## src/rtl/core_pipe_stage.sv

```systemverilog
// core_pipe_stage: generic valid/ready pipeline register with a 2-entry skid
// buffer. The head entry (main) drives out_data; a second beat lands in the
// skid register when downstream stalls. in_ready comes straight from a flop so
// that out_ready never reaches the upstream stage combinationally.
module core_pipe_stage #(
  parameter int                 DATA_W = 96,
  parameter logic [DATA_W-1:0]  BUBBLE = DATA_W'({64'h0, 32'h00000013})
) (
  input  logic              clk,
  input  logic              rst,
  input  logic              flush,
  input  logic              in_valid,
  output logic              in_ready,
  input  logic [DATA_W-1:0] in_data,
  output logic              out_valid,
  input  logic              out_ready,
  output logic [DATA_W-1:0] out_data,
  output logic [1:0]        occupancy
);

  typedef enum logic [1:0] {
    EMPTY = 2'd0,
    ONE   = 2'd1,
    FULL  = 2'd2
  } state_t;

  state_t            state;
  logic [DATA_W-1:0] main_q;
  logic [DATA_W-1:0] skid_q;
  logic              in_ready_q;
  logic              acc;
  logic              fire;

  assign in_ready  = in_ready_q;
  assign out_valid = (state != EMPTY);
  assign out_data  = main_q;
  assign acc       = in_valid & in_ready_q;
  assign fire      = out_valid & out_ready;

  // Occupancy is a direct decode of the state register.
  always_comb begin
    occupancy = 2'd0;
    case (state)
      EMPTY:   occupancy = 2'd0;
      ONE:     occupancy = 2'd1;
      FULL:    occupancy = 2'd2;
      default: occupancy = 2'd0;
    endcase
  end

  // State machine plus storage; flush outranks any handshake in the same cycle.
  always_ff @(posedge clk or posedge rst) begin
    if (rst) begin
      state      <= EMPTY;
      main_q     <= BUBBLE;
      skid_q     <= '0;
      in_ready_q <= 1'b1;
    end else if (flush) begin
      state      <= EMPTY;
      main_q     <= BUBBLE;
      in_ready_q <= 1'b1;
    end else begin
      case (state)
        EMPTY: begin
          if (acc) begin
            main_q <= in_data;
            state  <= ONE;
          end
        end
        ONE: begin
          if (acc && fire) begin
            main_q <= in_data;
          end else if (acc) begin
            skid_q     <= in_data;
            state      <= FULL;
            in_ready_q <= 1'b0;
          end else if (fire) begin
            state <= EMPTY;
          end
        end
        FULL: begin
          if (fire) begin
            main_q     <= skid_q;
            state      <= ONE;
            in_ready_q <= 1'b1;
          end
        end
        default: begin
          state      <= EMPTY;
          main_q     <= BUBBLE;
          in_ready_q <= 1'b1;
        end
      endcase
    end
  end

endmodule

```

## config.mk

```make
export PLATFORM = sky130hd
export DESIGN_NAME = core_pipe_stage
export DESIGN_NICKNAME = d
export VERILOG_FILES = /design/src/rtl/core_pipe_stage.sv
export SDC_FILE = /design/constraint.sdc
export NUM_CORES = 1
export LEC_CHECK = 0
export CAP_MARGIN = 20
export CORE_ASPECT_RATIO = 1.4
export CORE_MARGIN = 10
export CORE_UTILIZATION = 54
export CTS_CLUSTER_SIZE = 30
export DETAILED_ROUTE_END_ITERATION = 7
export PLACE_DENSITY = 0.93
export SLEW_MARGIN = 20
export SYNTH_ARGS = -nofsm -noshare
export SYNTH_HDL_FRONTEND = slang
export SYNTH_SLANG_ARGS = --single-unit
```

## constraint.sdc

```tcl
create_clock -name clk -period 9.6 [get_ports clk]
set_clock_uncertainty 0.1 [all_clocks]
set_input_delay 0.96 -clock clk [delete_from_list [all_inputs] [get_ports clk]]
set_output_delay 0.96 -clock clk [all_outputs]
set_load 0.005 [all_outputs]
```

# Yosys cells after proc, flatten, opt, wreduce, memory -nomap -nowiden
# Cells that the tools add are included.
[word_totals]
in_bits = 101
out_inout_bits = 100
reg_bits = 195
[op_classes]
mux = 18
reduce_logical = 7
n_bitwise = 4
n_eq_ne = 9
[op_table]
columns = ["operator", "n"]
rows = [
  ["96-bit 2-to-1 mux", 4],
  ["96-bit case mux with 3 select lines", 1],
  ["3-bit != test, second input constant", 5],
  ["2-bit 2-to-1 mux", 6],
  ["4-bit AND reduction", 3],
  ["2-bit case mux with 3 select lines", 1],
  ["1-bit 2-to-1 mux", 4],
  ["4-bit != test, second input constant", 1],
  ["2-bit case mux with 2 select lines", 1],
  ["1-bit case mux with 3 select lines", 1],
  ["3-bit AND reduction", 1],
  ["1-bit AND", 2],
  ["2-bit by 1-bit == test with 1-bit output, second input constant", 1],
  ["2-bit == test, second input constant", 1],
  ["2-bit zero test", 1],
  ["2-bit != test, second input constant", 1],
  ["1-bit NOT", 2],
  ["2-bit nonzero test", 1],
  ["1-bit logical AND", 1],
]

# Depth between registers and ports, before layout
# Gate-level depths: netlist of run 1.
[depth]
ltp_word = 7
depth_mapped = 7
ltp_nobuf = 4

# Worst setup path after synthesis of run 1
# OpenSTA, ideal clock, no wires.
[synth_timing]
path_kind = "input -> register"
start = "input port flush"
end = "register skid_q[81]"
arrival_time_ns = 1.970
path_buffers = 3
path_stages = 6
setup_slack_ns = 7.403
cell_sequence = "buf_2 > nor2_1 > nand3_2 > buf_4 > buf_6 > mux2_1"
[synth_between]
elab_chain_len = 2
[synth_lines]
columns = ["item", "line_no", "rtl"]
rows = [
  ["start, declared", "11", "input logic flush,"],
  ["1-bit NOT (no line)", "-", ""],
  ["4-bit AND reduction (no line)", "-", ""],
  ["end signal, assigned", "74", "skid_q <= in_data;"],
  ["end, declared", "29", "logic [DATA_W-1:0] skid_q;"],
]
# No other way between the ends.
# A chain may end at the register's enable or synchronous reset.

# Worst setup path after layout of run 1
[layout_timing]
start = "register state[1]"
end = "output port occupancy[1]"
[layout_between]
elab_chain_len = 2
[layout_lines]
columns = ["item", "line_no", "rtl"]
rows = [
  ["start, declared", "27", "state_t state;"],
  ["start signal, assigned", "54", "state <= EMPTY;"],
  ["start signal, assigned", "59", "state <= EMPTY;"],
  ["start signal, assigned", "67", "state <= ONE;"],
  ["2-bit == test or 2-bit by 1-bit == test with 1-bit output (tied branches)", "43", "case (state)"],
  ["2-bit case mux with 2 select lines *", "43", ""],
  ["end, declared", "18", "output logic [1:0] occupancy"],
]
# Mark *: on every way between the ends. The rest lies on a longest branch, timed or not.

==> flow_summary.yaml, run 1 <==
outcome:
  outcome: "finished clean"
clock_tree:
  cts_tree: "built"
  cts_resized: 0
  post_cts_buffers: 0
  htreeDepth: 4
  cts.clk_slew.worst_paths_ns: 0.07
  cts_root_buf: "clkbuf_16"
  cts_sinks: 195
  cts_max_path_buffers: 2
  insertion_delay_ns: 0.43
  cts_made_buffers: 17
  cts_hold_buf: 0
power_and_ir_drop:
  swShare_pct: 26.57
  p_leak_nw: 4.753
  power.total_mw: 2.244
  clkPwrFrac_pct: 30.2
  p_per_area_nw_per_um2: 197.1
  p_int_mw: 1.648
  peakVddDrop_mv: 0.1535
  power.net_switching_mw: 0.5960
  pwr-share-seq_pct: 49.1
  combPwrFrac_pct: 20.8
yosys:
  synthArstFlopShare_pct: 100.0
  syn-cell-area_um2: 8787
  synth_flop_cell: "dfrtp_1"
  syn-num-nets: 861
  synth.distinct_cells: 27
  synth_enable_flop_cells: 0
  yosys_warnings: 0
  syn_inst: 760
  yosysSeqAreaShare_pct: 55.59
  synth_commonest_cells: "191 x dfrtp_1, 94 x nor2b_1, 93 x nand2_1, 93 x o31ai_1, 92 x mux2_2"
  synthTopCellsByArea: "dfrtp_1 54%, mux2_2 12%, o31ai_1 7.9%, nor2b_1 6.7%, mux2i_1 4.9%"
  synth_area_leader_cell: "dfrtp_1"
  synth_top_area_share_pct: 54.39
  ys_ff_latch: 195
  avgSynthCellArea_um2: 11.56
  post-synth-top-count-cell: "dfrtp_1"
floorplan:
  die_area_um2: 21850
  fp.coreArea_um2: 16100
  die_h_um: 170.9
  dieWidth_um: 127.8
  ios: 201
  initial_core_util_pct: 54.57
  placementRows: 55
place:
  hpwl_mm: 14.69
  place.gp.congestion: 0.8361
  dp_cells: 1102
  io_buffers: 200
  post_dp_cell_area_um2: 10820
global_routing:
  grt_overflow: 0
  grt_use_total_pct: 20.13
  grt_pass1_vias: 6706
  antenna_found_initial: 2
  grt_pass1_wl_mm: 35.12
  grt_max_degree: 193
worst_setup_path:
  crit_fanout: 53
  crit_type: "register to primary output"
  setup.worst_path.end_class: "primary output"
  cp.buffers_inverters: 3
  slowest_stage: "dfrtp_4"
  slowest_delay_ns: 0.82
  r2r_start: "state[1]"
  arrival_ns: 2.72
  crit_path_start_kind: "register"
  worstPathCellList: "nand2b_1 > inv_2 > buf_4 > clkdlybuf4s50_1"
  critical_path.top_delay_family: "buffers and inverters"
  required_ns: 8.54
  crit_start: "state[1]"
drt:
  wl_per_cell_um: 19.56
  drt-total-wl_mm: 22.25
  ant_nets: 0
  viasPerCell: 5.623
  detail_route.iter0.violations: 454
  drc: 0
  dr.pass1.iters: 5
  vias: 6393
run:
  cap_viol_max_count: 0
finish:
  area.growth.synth_to_final_pct: 29.55
  drive_gt1_share_pct: 15.29
  finalNetCount: 1023
  layout.cells.non_filler: 1137
  fin_area_um2: 11380
timing:
  finalHoldViolations: 0
  rsz0062_at_grt: "no"
  worst_pin_slew_ns: 1.037
  slew_violations: 0
  slew_headroom_pct: 30.88
  hold-worst-slack_ns: 0.3594
  finalSetupViolCount: 0
  fmax_ghz: 0.2644
  finalSetupTns_ns: 0
  final.min_clock_period_ns: 3.782
  period_share_pct: 39.39
min_path:
  hp-start: "out_data[1]"
  hp-class: "register to register"
## placed cells by master, fill, tap and decap left out, drive strengths merged, types with 2 or more instances in the layout
master,n
mux2i,43
a21oi,56
nand2b,2
o31ai,93
dfrtp,191
inv,10
nor2b,95
nor3,3
clkbuf,18
dfstp,4
nor2,3
clkinv,5
o22a,4
buf,8
nand2,93
clkinvlp,3
mux2,96
diode,3
clkdlybuf4s50,199
or2,2
## registers in the layout, indices dropped and copies added, names as in the netlist
signal / cells
out_data: 96
skid_q: 96
state: 2
in_ready: 1
## worst reg2reg max path, delay by kind of cell (launching register included)
| family | cells | cell delay, ns |
|---|---|---|
| AND/OR/NAND/NOR | 2 | 0.55 |
| buffers and inverters | 1 | 0.79 |
| flip-flops | 1 | 0.82 |
| multiplexers | 1 | 0.49 |
## final timing paths
path                                end  slack [ns]  cells after the start
max in group asynchronous      state[1]        6.83                      3
min in group asynchronous  out_data[22]        0.98                      2
hold reg to reg             out_data[1]        0.36                      2
hold / removal              out_data[1]        0.36                      2
setup reg to reg             skid_q[17]        6.73                      4
setup / recovery           occupancy[1]        5.82                      4
## per-layer routing
layer  GRT usage, %  up-vias  wire length, µm
li1               -     2984                -
met1          22.35     3170             8523
met2          34.48      192            11720
met3          4.737       47             1159
met4          11.43        0              837
met5              0        -                0
## power groups by stage
stage | Clock (mW) | Sequential, mW | Combinational, mW
after detailed placement | 0 | 1.11 | 0.471
after global placement | 0 | 1.10 | 0.449
after global routing | 0.720 | 1.12 | 0.514
final | 0.677 | 1.10 | 0.466
after floorplan | 0 | 1.09 | 0.279
after CTS | 0.689 | 1.10 | 0.474
## cell families (layout without fill, tap and decap cells)
family                    after synthesis  in the layout  synth area share (%)
and+or+nand+nor                       200            200                 11.53
muxes                                 139            139                 17.20
AOI/OAI and AO/OA                     156            156                 11.76
buffers and inverters                  69            244                 3.816
DFF                                   195            195                 55.59
xor gates and xnor gates                1              1               0.09969
other                                   0              3                     0
## layout make-up
class | count | area, µm²
Clock inverter | 14 | 125.1
Antenna cell | 3 | 7.507
Timing Repair Buffer | 207 | 2064
Inverter | 5 | 26.28
Sequential cell | 195 | 4888
Tap cell | 199 | 249.0
Multi-Input combinational cell | 496 | 3593
Clock buffer | 18 | 429.2
Fill cell | 1121 | 4720
## metrics by stage
| stage | setup slack [ns] | util [%] |
|---|---|---|
| finish | 5.818 | 70.69 |
| global route | 5.698 | 70.68 |
| CTS | 5.782 | 70.64 |
| detailed placement | 6.058 | 67.20 |
| global placement | 6.092 | 67.20 |
| floorplan | 3.234 | - |
(Power assumes the default switching activity.)
==> run 2, diff against run 1 <==
Settings changed: CORE_UTILIZATION 54 to 46, PLACE_DENSITY 0.93 to 0.85.
Clock period 9.6 ns to 3.15 ns, I/O delays scaled along.
==> flow_summary.yaml, run 2 (synthesis results as in run 1) <==
outcome:
  outcome: "finished clean"
global_routing:
  grt_overflow: 0
  grt_max_degree: 131
  grt_use_total_pct: 17.53
  grt_pass1_vias: 6511
  grt_pass1_wl_mm: 35.05
  antenna_found_initial: 0
finish:
  area.growth.synth_to_final_pct: 31.24
  antennaDiodeCount: 0
  fin_util_pct: 61.75
  finalNetCount: 1028
  drive_gt1_share_pct: 15.85
  layout_commonest_cell: "clkdlybuf4s50_1"
  layout_common_cells: "199 x clkdlybuf4s50_1, 190 x dfrtp_1, 94 x nor2b_1"
drt:
  viasPerCell: 5.311
  dr.pass1.iters: 4
  detail_route.iter0.violations: 404
  drt-total-wl_mm: 22.01
  vias: 6288
  ant_nets: 0
  drc: 0
  wl_per_cell_um: 18.59
timing:
  finalHoldViolations: 0
  slew_violations: 0
  final.min_clock_period_ns: 2.570
  slew_headroom_pct: 44.65
  fmax_ghz: 0.3891
  hold-worst-slack_ns: 0.2017
  period_share_pct: 81.59
  rsz0062_at_grt: "no"
  finalSetupViolCount: 0
  fin_ws_ns: 0.5799
  worst_pin_slew_ns: 0.8303
  finalSetupTns_ns: 0
place:
  dp_slack_ns: 0.6968
  io_buffers: 200
  place.gp.congestion: 0.7769
  hpwl_mm: 14.92
clock_tree:
  cts_made_buffers: 17
  insertion_delay_ns: 0.43
  cts.clk_slew.worst_paths_ns: 0.07
  cts_root_buf: "clkbuf_16"
  cts_sinks: 195
  cts_resized: 0
  post_cts_buffers: 0
  cts_tree: "built"
  cts_hold_buf: 0
  cts_max_path_buffers: 2
  htreeDepth: 4
floorplan:
  die_h_um: 183.5
  initial_core_util_pct: 47.05
  placementRows: 59
  die_area_um2: 25110
  ios: 201
  fp.coreArea_um2: 18680
  dieWidth_um: 136.8
worst_setup_path:
  crit_fanout: 45
  arrival_ns: 2.16
  worstPathCellList: "buf_4 > or2_2 > clkdlybuf4s50_1"
  crit_path_start_kind: "register"
  setup.worst_path.end_class: "primary output"
  slowest_delay_ns: 0.51
  crit_type: "register to primary output"
  slowest_stage: "buf_4"
  r2r_setup_slack_ns: 0.95
  required_ns: 2.73
power_and_ir_drop:
  p_per_area_nw_per_um2: 599.6
  peakVddDrop_mv: 0.4002
  p_leak_nw: 4.798
  power.total_mw: 6.915
run:
  cap_viol_max_count: 0
min_path:
  hp-class: "input port to register"
==> run 2: cell types whose count changed in the layout (fill, tap and decap cells not counted) <==
cell        change
buf_12          +3
clkinv_2        -3
diode_2         -3
buf_4           +2
inv_8           +2
clkbuf_1        -1
clkbuf_8        +1
clkinv_4        +1
clkinvlp_4      +1
inv_6           -1
==> run 2: metal layers <==
layer / routed length, µm / GRT usage, % / up-vias / share of wire, %
met4: 283 / 4.776 / 0 / 1.3
li1: - / - / 2993 / -
met1: 8518 / 19.99 / 3125 / 39
met3: 1702 / 6.154 / 17 / 7.7
met5: 0 / 0 / - / 0
met2: 11510 / 30.33 / 153 / 52
==> run 2: power by group <==
group	internal [mW]	leakage, nW	switching (mW)	total [mW]
sequential	3.06	2.46	0.273	3.33
clock	1.14	0.280	1.01	2.15
combinational	0.871	2.06	0.564	1.44
==> run 2: critical path: cells and delay by family (launching register included) <==
kind,cells,cell delay [ns]
buffers and inverters,2,1.01
flip-flops,1,0.46
AND/OR/NAND/NOR,1,0.22
==> run 2: final timing paths <==
kind                            cells past startpoint        start            to
worst min-delay path                                2        flush      in_ready
worst min register to register                      2  out_data[0]   out_data[0]
max in group asynchronous                           3          rst  out_data[58]
worst max-delay path                                3     state[1]     out_valid
worst max register to register                      4     in_ready    skid_q[55]
min in group asynchronous                           3          rst    skid_q[12]
==> run 2: layout make-up <==
type | count | area (µm²)
Clock buffer | 18 | 439.2
Timing Repair Buffer | 212 | 2140
Sequential cell | 195 | 4888
Multi-Input combinational cell | 496 | 3593
Clock inverter | 14 | 143.9
Tap cell | 244 | 305.3
Fill cell | 1450 | 7144
Inverter | 5 | 22.52
==> run 2: per-stage QoR <==
step,instance area (µm²),instances
detailed placement,10950,1152
finish,11530,1184
global placement,10950,1152
floorplan,8791,760
global route,11530,1184
CTS,11530,1184
==> run 3, diff against run 2 <==
Settings changed: CORE_UTILIZATION 46 to 51, PLACE_DENSITY 0.85 to 0.89.
Clock period 3.15 ns to 2.7 ns, I/O delays scaled along.
==> flow_summary.yaml, run 3 (synthesis results as in run 1) <==
drt:
  ant_nets: 0
  drt-total-wl_mm: 22.78
  dr.pass1.iters: 4
  viasPerCell: 5.554
  vias: 6415
  detail_route.iter0.violations: 473
  drc: 0
  wl_per_cell_um: 19.72
clock_tree:
  insertion_delay_ns: 0.42
  cts_hold_buf: 0
  cts.clk_slew.worst_paths_ns: 0.07
  cts_root_buf: "clkbuf_16"
  cts_made_buffers: 17
  cts_max_path_buffers: 2
  cts_sinks: 195
  cts_tree: "built"
  post_cts_buffers: 0
  htreeDepth: 4
  cts_resized: 0
worst_setup_path:
  setup.worst_path.end_class: "primary output"
  crit_type: "register to primary output"
  crit_fanout: 26
  required_ns: 2.33
  worstPathCellList: "buf_4 > nand2b_1 > inv_2 > clkdlybuf4s50_1"
  crit_path_start_kind: "register"
  arrival_ns: 2.06
  slowest_stage: "clkdlybuf4s50_1"
  slowest_delay_ns: 0.52
global_routing:
  antenna_found_initial: 3
  grt_use_total_pct: 20.18
  grt_max_degree: 77
  grt_overflow: 0
  grt_pass1_wl_mm: 36.66
  grt_pass1_vias: 6859
power_and_ir_drop:
  power.total_mw: 8.360
  peakVddDrop_mv: 0.3924
  p_per_area_nw_per_um2: 716.5
  p_leak_nw: 4.895
finish:
  layout_common_cells: "199 x clkdlybuf4s50_1, 189 x dfrtp_1, 94 x nor2b_1"
  multi_input_area_um2: 3593
  fillerInstances: 1200
  drive_gt1_share_pct: 16.65
  finalNetCount: 1037
  layout_commonest_cell: "clkdlybuf4s50_1"
  regArea_um2: 4890
  area.growth.synth_to_final_pct: 32.78
place:
  hpwl_mm: 15.68
  place.gp.congestion: 0.7787
  io_buffers: 200
timing:
  slew_violations: 0
  worst_pin_slew_ns: 0.9198
  finalHoldViolations: 0
  fmax_ghz: 0.4118
  slew_headroom_pct: 38.68
  final.min_clock_period_ns: 2.429
  period_share_pct: 89.95
  rsz0062_at_grt: "no"
  finalSetupViolCount: 0
  hold-worst-slack_ns: 0.1322
floorplan:
  initial_core_util_pct: 52.25
  die_h_um: 175.3
  die_area_um2: 22950
  fp.coreArea_um2: 16820
  ios: 201
  dieWidth_um: 130.9
  placementRows: 56
min_path:
  hp-class: "input port to register"
outcome:
  outcome: "finished clean"
run:
  cap_viol_max_count: 0
## run 3: changes by cell type in the layout (fill, tap and decap cells not counted), moves of 2 or more
cell        before  now
clkbuf_8         1    3
clkinvlp_4       4    2
diode_2          0    3
inv_8            3    0
buf_12           4    8
bufinv_16        1    4
buf_4            9   14
## run 3: routing by layer
metal,up-vias,global-route usage [%],share of wire [%]
met1,3188,22.89,38
met3,41,5.003,5.8
li1,3017,-,-
met2,169,34.47,53
met4,0,9.572,3.3
met5,-,0,0
## run 3: final cells by class
class / count / share of cell area, %
flip-flops and latches: 195 / 41.91
multi-input cells: 496 / 30.80
repair buffers: 221 / 19.35
clock buffers: 21 / 4.032
well taps: 203 / 2.177
clock inverters: 11 / 1.480
inverters: 5 / 0.1930
diodes: 3 / 0.06434
## run 3: path summary, 6_finish.rpt
path	startpoint	to	slack, ns	cells after the start
setup reg to reg	state[0]	out_data[10]	0.66	6
hold reg to reg	out_data[26]	out_data[26]	0.37	2
max in group asynchronous	rst	out_data[52]	1.65	3
hold / removal	flush	state[0]	0.13	2
min in group asynchronous	rst	out_data[8]	0.15	2
setup / recovery	state[0]	occupancy[1]	0.27	4
## run 3: through the flow
step	area (µm²)	setup slack (ns)	setup TNS [ns]	util (%)	instances
global placement	11020	0.5322	0	65.51	1120
floorplan	8791	-0.1851	-35.36	-	760
finish	11670	0.2714	0	69.38	1155
detailed placement	11020	0.4742	0	65.51	1120
global route	11660	0.1806	0	69.37	1154
CTS	11660	0.2536	0	69.34	1152
## run 3: critical path: cells and delay by family (launching register included)
| family | cells | cell delay [ns] |
|---|---|---|
| flops | 1 | 0.45 |
| buf+inv | 3 | 0.91 |
| simple gates | 1 | 0.28 |
## run 3: power breakdown
group / switching [mW] / total (mW) / internal (mW)
Sequential: 0.338 / 3.91 / 3.57
Combinational: 0.663 / 1.70 / 1.03
Clock: 1.11 / 2.75 / 1.64
Total: 2.12 / 8.36 / 6.24
